===== src/rtl/mips_mem_loader.sv =====
// mips_mem_loader: framed byte-stream boot loader that writes big-endian words into IM or DM and gates the CPU
module mips_mem_loader #(
    parameter int          ADDR_W        = 16,
    parameter bit          HOLD_AT_RESET = 1'b1,
    parameter logic [7:0]  SYNC_BYTE     = 8'hA5
) (
    input  logic              clk,
    input  logic              rst_n,
    input  logic [7:0]        in_data,
    input  logic              in_valid,
    output logic              in_ready,
    output logic [ADDR_W-1:0] mem_addr,
    output logic [31:0]       mem_wdata,
    output logic              im_we,
    output logic              dm_we,
    output logic              cpu_hold,
    output logic              pc_clear,
    output logic              load_done,
    output logic              load_err
);
    localparam logic [3:0] S_IDLE = 4'd0;
    localparam logic [3:0] S_TGT  = 4'd1;
    localparam logic [3:0] S_AH   = 4'd2;
    localparam logic [3:0] S_AL   = 4'd3;
    localparam logic [3:0] S_CH   = 4'd4;
    localparam logic [3:0] S_CL   = 4'd5;
    localparam logic [3:0] S_DATA = 4'd6;
    localparam logic [3:0] S_CK   = 4'd7;
    localparam logic [3:0] S_DONE = 4'd8;
    localparam logic [3:0] S_ERR  = 4'd9;

    logic [3:0]  state;
    logic        tgt_dm;
    logic [7:0]  hi_byte;
    logic [15:0] words_left;
    logic [1:0]  bcnt;
    logic [23:0] word;
    logic [7:0]  cksum;
    logic        acc;

    assign in_ready  = state != S_DONE && state != S_ERR;
    assign acc       = in_valid && in_ready;
    assign load_done = state == S_DONE;
    assign pc_clear  = state == S_DONE;

    // frame parser: header fields, word assembly, write strobes, checksum and CPU hold
    always_ff @(posedge clk or negedge rst_n) begin
        if (!rst_n) begin
            state      <= S_IDLE;
            tgt_dm     <= 1'b0;
            hi_byte    <= '0;
            words_left <= '0;
            bcnt       <= '0;
            word       <= '0;
            cksum      <= '0;
            mem_addr   <= '0;
            mem_wdata  <= '0;
            im_we      <= 1'b0;
            dm_we      <= 1'b0;
            cpu_hold   <= HOLD_AT_RESET;
            load_err   <= 1'b0;
        end else begin
            im_we <= 1'b0;
            dm_we <= 1'b0;
            // address advances once the strobe cycle has presented the current word
            if (im_we || dm_we) mem_addr <= mem_addr + ADDR_W'(4);
            case (state)
                S_IDLE: if (acc && in_data == SYNC_BYTE) begin
                    load_err <= 1'b0;
                    cksum    <= '0;
                    cpu_hold <= 1'b1;
                    state    <= S_TGT;
                end
                S_TGT: if (acc) begin
                    tgt_dm <= in_data == 8'h01;
                    state  <= (in_data == 8'h00 || in_data == 8'h01) ? S_AH : S_ERR;
                end
                S_AH: if (acc) begin
                    hi_byte <= in_data;
                    state   <= S_AL;
                end
                S_AL: if (acc) begin
                    mem_addr <= ADDR_W'({hi_byte, in_data});
                    state    <= (in_data[1:0] != 2'b00) ? S_ERR : S_CH;
                end
                S_CH: if (acc) begin
                    hi_byte <= in_data;
                    state   <= S_CL;
                end
                S_CL: if (acc) begin
                    words_left <= {hi_byte, in_data};
                    bcnt       <= '0;
                    state      <= ({hi_byte, in_data} == 16'd0) ? S_CK : S_DATA;
                end
                S_DATA: if (acc) begin
                    cksum <= cksum ^ in_data;
                    bcnt  <= bcnt + 2'd1;
                    word  <= {word[15:0], in_data};
                    if (bcnt == 2'd3) begin
                        mem_wdata  <= {word, in_data};
                        im_we      <= !tgt_dm;
                        dm_we      <= tgt_dm;
                        words_left <= words_left - 16'd1;
                        if (words_left == 16'd1) state <= S_CK;
                    end
                end
                S_CK: if (acc) state <= (in_data == cksum) ? S_DONE : S_ERR;
                S_DONE: begin
                    cpu_hold <= 1'b0;
                    state    <= S_IDLE;
                end
                S_ERR: begin
                    load_err <= 1'b1;
                    state    <= S_IDLE;
                end
                default: state <= S_IDLE;
            endcase
        end
    end
endmodule


===== config.mk =====
export PLATFORM = sky130hd
export DESIGN_NAME = mips_mem_loader
export DESIGN_NICKNAME = d
export VERILOG_FILES = /design/src/rtl/mips_mem_loader.sv
export SDC_FILE = /design/constraint.sdc
export NUM_CORES = 1
export LEC_CHECK = 0
export CORE_ASPECT_RATIO = 1.4
export CORE_MARGIN = 10
export CORE_UTILIZATION = 45
export DETAILED_ROUTE_END_ITERATION = 7
export PLACE_DENSITY = 0.69
export SETUP_SLACK_MARGIN = 0.3
export SLEW_MARGIN = 20
export SYNTH_ARGS = -nofsm -noshare
export SYNTH_HDL_FRONTEND = slang
export SYNTH_SLANG_ARGS = --single-unit

===== constraint.sdc =====
create_clock -name clk -period 2.1 [get_ports clk]
set_input_delay 0.315 -clock clk [delete_from_list [all_inputs] [get_ports clk]]
set_output_delay 0.315 -clock clk [all_outputs]
set_load 0.05 [all_outputs]

# Word-level counts from Yosys, hierarchy flattened
# Index checks and enable logic that the tools add are counted.
# totals
reg_bits,115
elab_cells,106
# op_classes
addsub,3
n_reduce_logical,25
bitwise,1
n_eq_ne,26
n_mux,38
# ops
operator,count
$mux 16,6
$mux 4,12
$pmux 16 s2,1
$pmux 4 s8,1
$ne 2x2->1 const B,10
$add 16x3->16 const B,1
$eq 16x1->1 const B,1
$eq 4x3->1 const B,4
$logic_not 16->1,1
$mux 8,2
$pmux 8 s2,1
$sub 16x1->16 const B,1
$mux 1,10
$reduce_and 10->1,1
$reduce_and 2->1,5
$reduce_bool 2->1,5
$reduce_and 3->1,3
$eq 4x2->1 const B,2
$eq 4x4->1 const B,2
$eq 8x1->1 const B,1
$eq 8x8->1,1
$eq 8x8->1 const B,1
$logic_not 8->1,1
$ne 4x4->1 const B,2
other kinds (13),18

# Depth between registers and ports, before layout
# Gate-level depths: netlist (run 1).
# logic_depth
ltp_word,6
depth_mapped,8

# Worst setup path before layout (run 1)
# Ideal clock, no wire load.
# synth_path
path_type,input-to-reg
startpoint,in in_data[6]
endpoint,reg state[2]
cell_stages,6
slack_ns,-0.080
required_time_ns,1.974
n_path_buf,1
setup_ns,0.126
arrival_time_ns,2.054
path_cell_list,clkbuf_2 > or4_4 > or4_4 > a31oi_1 > nand2_1 > a221o_1
# synth_via
elab_chain_cells,4
# synth_lines
item,line,text
"start, declared",9,"input logic [7:0] in_data,"
$eq 8x8->1,68,S_IDLE: if (acc && in_data == SYNC_BYTE) begin
$logic_and 1x1->1,68,
$ne 2x2->1 (no line),--,
$reduce_and 10->1 (no line),--,
"end signal, assigned",76,state <= (in_data == 8'h00 || in_data == 8'h01) ? S_AH : S_ERR;
"end signal, assigned",84,state <= (in_data[1:0] != 2'b00) ? S_ERR : S_CH;
"end signal, assigned",93,"state <= ({hi_byte, in_data} == 16'd0) ? S_CK : S_DATA;"
"end, declared",32,logic [3:0] state;
# Every way passes these cells.
# A chain may end at the register's enable or synchronous reset.

# Worst setup path in the final report (run 1)
# layout_path
startpoint,in in_data[4]
endpoint,reg state[1]
# layout_via
elab_chain_cells,5
elab_cells_between_ends,10
classes_between,eq/ne: 3; mux: 3; reduce/logical: 4
# layout_lines
item,line,text
$eq 8x1->1 / $logic_not 8->1 (equally long branches),76,
$logic_or 1x1->1,76,
$mux 4,76,
$mux 4,74,S_TGT: if (acc) begin
$pmux 4 s8,67,case (state)
# Parallel ways exist; a longest one is shown, timed or not. The select of a mux whose other input is x is not followed.

==> results.txt, run 1 <==
outcome: complete, no violations
hold path depth: 4
vias per cell: 5.470
final setup fails: 0
Post-Synth Simple-Gate Area: 0.1969
TritonCTS clock tree: yes
largest net degree at the start of global routing: 44
WL per Instance: 17.61 µm
Final HPWL DP: 9952 µm
Cell Area, Placed: 6371 µm²
diode count: 0
Top FF cell, synth: dfrtp_1
Top Ports: 66
Fillers: 937
Final period util: 0.9033
placed insts: 769
P&R area growth vs syn: 33.83%
Die W: 111.7 µm
Pwr Density: 1710 nW/µm²
Synth Area in Adders: 0.009456
Clock Root Buffer: clkbuf_16
Detail Route Antenna Nets: 0
Synth Area in Compound Gates: 0.1139
area taken by multi-input logic gates: 2389 µm²
Post-synth EDFFs: 0
routability cong.: 0.9350
Remaining DRCs: 0
cell area after synthesis: 5293 µm²
count of different cell masters after synthesis: 45
syn avg cell area: 9.658 µm²
Hold Startpoint: in_data[6]
FMAX: 527.2 MHz
die area: 16,560 µm²
largest family of logic cells by synthesized area: simple AND/OR/NAND/NOR gates
final worst setup slack: 0.2031 ns
skew final: 0.008212 ns
crit path kind: in2reg
Congestion Overflow GR: 0
final hold vios: 0
WL final: 14,160 µm
pre-CTS WS: -0.5214 ns
Worst Tran Pin Value: 0.5713 ns
Initial DRC Count: 328
CP Max Fanout: 3
Post-synth ARST share: 1.000
clock slew at reported path FFs: 0.05 ns
Fin Hold WS: 0.2760 ns
Inserted Clock Buffers: 17
htree depth: 4
Sequential cell area: 2884 µm²
max_cap viols: 0
Reg2Reg Launch Point: words_left[6]$_DFFE_PN0P_
RSZ-0062 raised after global routing: true
clock sink count: 115
drt pass-1 iters: 4
Synth Warn #: 0
global-route wire length before repair: 24,010 µm
Skew-Pair Late Insertion Delay: 0.41 ns
worst hold-check path type: in2reg
mux cell area share after synthesis: 0.08463
XOR/XNOR Fraction of Synth Area: 0.02317
leakage power: 3.339 nW
Critical Path AT: 2.21 ns
relative slew slack: 0.6191
number of global-route vias before repair: 4,642
Slew Viols, Final: 0
Critical Path Sink Type: flip-flop
vias: 4,398
DIE HEIGHT: 148.3 µm
Critical Path Start Type: input pin
antenna violations before repair: 0
PortBufs: 65
row count: 46
Seq/Total Area, Yosys: 0.5440
layout cells sized above 1: 0.2273
CTS Buffer Depth: 2
setup TNS: 0 ns
maximum vdd ir drop: 0.8295 mV
Initial Util: 0.4644
WP data required: 2.42 ns
fin crit period: 1.897 ns
Syn Nets: 563
Final Util: 0.6215
CORE AREA: 11,400 µm²
worst-case reg-to-reg path depth: 6
Mapped Cells: 548
Final Cell Area: 7083 µm²
global-route usage over all layers: 0.1768
beginning of the critical path: in_data[4]
Seq cells post-synth: 115
Power Total: 12.11 mW
Final nets: 662
Final Non-Filler Cells: 804
==> Yosys cell counts, types with 4 or more instances <==
cell / number / area, µm²
xnor2_1: 6 / 52.55
nor4_1: 5 / 31.28
inv_1: 9 / 33.78
xor2_1: 8 / 70.07
a21oi_1: 33 / 165.2
nand3_1: 16 / 80.08
nor2_1: 52 / 195.2
o211ai_1: 4 / 30.03
nor2b_1: 10 / 62.56
mux2_2: 38 / 427.9
nor3_1: 10 / 50.05
nand2_1: 109 / 409.1
dfrtp_1: 114 / 2853
nand2b_1: 10 / 62.56
ha_1: 4 / 50.05
clkbuf_1: 23 / 86.33
o21ai_0: 50 / 250.2
nand4_1: 5 / 31.28
==> repair_timing <==
| item | in CTS | in global routing |
|---|---|---|
| hold buffers | 1 | 0 |
| endpoints found under the hold margin | 39 | 0 |
| buffers inserted | 2 | 0 |
| pin swaps | 8 | 4 |
| resized for setup | 92 | 15 |
| endpoints found under the setup margin | 102 | 29 |
==> layout by cell type (no fill, tap or decap), types with 5 or more instances in the layout <==
master	count
nor2_2	6
o21ai_0	48
buf_12	6
nor2b_1	8
nand2b_1	9
xor2_1	8
nand2_1	107
nor3_1	7
mux2_2	38
nor2_1	45
clkbuf_16	17
a21oi_1	32
nand4_1	5
buf_4	38
xnor2_1	6
inv_1	9
dlygate4sd2_1	53
nand3_1	15
dfrtp_1	110
==> critical path, stage by stage <==
cell,delay (ns)
buf_6,0.10
or4_4,0.54
or4_4,0.60
buf_6,0.14
nand3b_1,0.06
and4b_1,0.21
o211ai_1,0.13
o211ai_1,0.11
==> cells by family after synthesis <==
family                     after synthesis
DFF                                    115
and+or+nand+nor                        232
adders and majority gates                4
muxes                                   40
xor gates and xnor gates                14
AOI/OAI and AO/OA                      107
buffers and inverters                   36
==> cell type report <==
| type | count | area share |
|---|---|---|
| Clock inverter | 13 | 0.02544 |
| Timing Repair Buffer | 107 | 0.1360 |
| Tap cell | 144 | 0.02544 |
| Inverter | 9 | 0.004769 |
| Multi-Input combinational cell | 397 | 0.3372 |
| Clock buffer | 19 | 0.06395 |
| Sequential cell | 115 | 0.4072 |
==> path summary, 6_finish.rpt <==
kind,end,slack [ns]
worst min-delay path,word[6]$_DFFE_PN0P_,0.28
worst max-delay path,state[1]$_DFFE_PN0P_,0.20
max in group asynchronous,cpu_hold$_DFFE_PN1P_,0.96
worst max register to register,state[1]$_DFFE_PN0P_,0.27
min in group asynchronous,mem_wdata[23]$_DFFE_PN0P_,0.44
worst min register to register,word[20]$_DFFE_PN0P_,0.48
==> registers in the layout, indices dropped and copies added, names as in the netlist, 2 cells and up <==
| name | count |
|---|---|
| bcnt | 2 |
| cksum | 8 |
| hi_byte | 8 |
| mem_addr | 16 |
| mem_wdata | 32 |
| state | 4 |
| word | 24 |
| words_left | 16 |
==> routing by layer <==
layer,wire [µm],GRT usage,vias to the layer above
met3,555,0.04549,21
met1,5789,0.2023,2193
li1,-,-,2088
met4,314,0.07152,0
met5,0,0,-
met2,7500,0.3064,96
==> where the power goes <==
group | total, mW | internal (mW) | switching, mW
clock | 3.06 | 2.04 | 1.02
combinational | 4.96 | 1.74 | 3.22
sequential | 4.09 | 3.20 | 0.892
total | 12.1 | 6.98 | 5.13
Note: power is estimated with default switching activity, not from simulation.
==> inputs of run 2 (changes only) <==
Settings changed: CTS_BUF_LIST set to sky130_fd_sc_hd__clkbuf_16, DONT_BUFFER_PORTS set to 1, PLACE_DENSITY 0.69 to not set, RECOVER_POWER set to 100.
==> run 2 against run 1 <==
  * Worst hold slack got worse by 0.67 ns
  * Largest cell class unchanged
  * Critical path depth fell by 4
  * Highest routed layer unchanged
  * The flow now finishes with violations (hold timing)
  * Combinational power fell by 31%
  * Final area fell by 11%
  * Critical endpoint is now load_done
  * Sequential cell count did not move
  * Power fell by 8.3%
==> results.txt, run 2 (synthesis gave the netlist of run 1 again) <==
leakage power: 2.858 nW
crit path kind: reg2out
number of global-route vias before repair: 4,062
skew final: 0.007987 ns
Worst path most repeated cell: buf_4
layout cells sized above 1: 0.1933
CTS Buffer Depth: 2
largest net degree at the start of global routing: 116
CP Cell Sequence: buf_4 > nor2b_1 > and2_4 > buf_4
Final period util: 0.9152
Final Util: 0.5552
Die W: 111.7 µm
critical path's slowest cell: dfrtp_1
maximum vdd ir drop: 0.7405 mV
Largest delay share family, worst path: buffers and inverters
die area: 16,560 µm²
final hold vios: 115
Top Ports: 66
pre-CTS WS: 0.02226 ns
crit-path max cell delay: 0.39 ns
DIE HEIGHT: 148.3 µm
global-route usage over all layers: 0.1641
outcome: complete, but fails checks
Fin Hold WS: -0.3957 ns
fin crit period: 1.922 ns
WL per Instance: 18.30 µm
setup TNS: 0 ns
TritonCTS clock tree: yes
routability cong.: 0.9074
FMAX: 520.3 MHz
Worst Tran Pin Value: 0.7585 ns
most frequent cells in the layout: 113 x dfrtp_1, 106 x nand2_1, 49 x o21ai_0
CP Max Fanout: 7
clock sink count: 115
Critical Path AT: 1.61 ns
Inserted Clock Buffers: 17
Final HPWL DP: 9283 µm
max_cap viols: 0
Initial DRC Count: 295
Crit path buffers/inverters: 2
htree depth: 4
Slew Viols, Final: 0
failing checks: hold timing
Detail Route Antenna Nets: 0
vias: 4,083
Pwr Density: 1756 nW/µm²
Biggest register: mem_wdata
Initial Util: 0.4644
drt pass-1 iters: 5
Skew-Pair Late Insertion Delay: 0.40 ns
commonest non-fill, non-tap cell in the layout: dfrtp_1
Critical Path Start Type: flip-flop
Critical Path Sink Type: output pin
P&R area growth vs syn: 19.55%
Congestion Overflow GR: 0
final worst setup slack: 0.1781 ns
Cell Area, Placed: 5665 µm²
RSZ-0062 raised after global routing: true
PortBufs: 0
Clock Root Buffer: clkbuf_16
final setup fails: 0
clock slew at reported path FFs: 0.05 ns
Worst path depth: 4
row count: 46
largest registers: mem_wdata (32), word (24)
CORE AREA: 11,400 µm²
max FFs per register: 32
worst hold-check path type: in2async
WP data required: 1.78 ns
Final nets: 597
antenna violations before repair: 0
Power Total: 11.11 mW
vias per cell: 5.525
area taken by multi-input logic gates: 2371 µm²
Sequential cell area: 2880 µm²
WL final: 13,530 µm
Remaining DRCs: 0
relative slew slack: 0.4944
Fillers: 1,014
worst-case reg-to-reg path depth: 6
diode count: 0
global-route wire length before repair: 22,120 µm
Final Cell Area: 6327 µm²
run 2: cell types whose count changed in the layout (fill, tap and decap cells not counted), sizes merged, moves of 2 or more:
cell           change
buf               -22
clkdlybuf4s50      -3
dlygate4sd2       -53
clkinv             +3
inv                +2
clkbuf            +13
bufinv             -2
run 2: layout make-up:
| class | instances | area share |
|---|---|---|
| clock inverter | 15 | 0.02017 |
| sequential | 115 | 0.4552 |
| multi-input combinational | 397 | 0.3747 |
| timing repair buffer | 42 | 0.04884 |
| clock buffer | 17 | 0.06723 |
| inverter | 9 | 0.005339 |
| tap | 144 | 0.02848 |
run 2: through the flow:
stage	hold WS [ns]	std cells
CTS	-0.4062	735
global placement	0.02400	702
floorplan	0.01941	548
global route	-0.4190	739
finish	-0.3957	739
detailed placement	0.02390	702
run 2: per-layer routing:
layer / global-route usage / routed length [µm]
met1: 0.1854 / 5512
met2: 0.2880 / 7209
met3: 0.04952 / 640
met4: 0.05219 / 163
met5: 0 / 0
run 2: power breakdown:
part | internal (mW) | switching, mW
logic | 1.38 | 2.03
clock network | 1.71 | 0.956
registers | 3.16 | 1.88
run 2: final timing paths:
kind	slack (ns)	to	from
min reg2reg	0.46	word[20]$_DFFE_PN0P_	word[20]$_DFFE_PN0P_
max	0.18	load_done	state[2]$_DFFE_PN0P_
min	-0.40	word[23]$_DFFE_PN0P_	rst_n
max in group asynchronous	2.30	state[1]$_DFFE_PN0P_	rst_n
max reg2reg	0.26	mem_wdata[26]$_DFFE_PN0P_	state[3]$_DFFE_PN0P_
min in group clk	0.03	word[3]$_DFFE_PN0P_	in_data[3]
run 2: repair_timing:
| item | 4_1_cts | 5_1_grt |
|---|---|---|
| pin swaps | 1 | 4 |
| setup endpoints to repair | 41 | 58 |
| resized for setup | 12 | 35 |
| endpoints found under the hold margin | 115 | 115 |
| setup buffers | 1 | 4 |
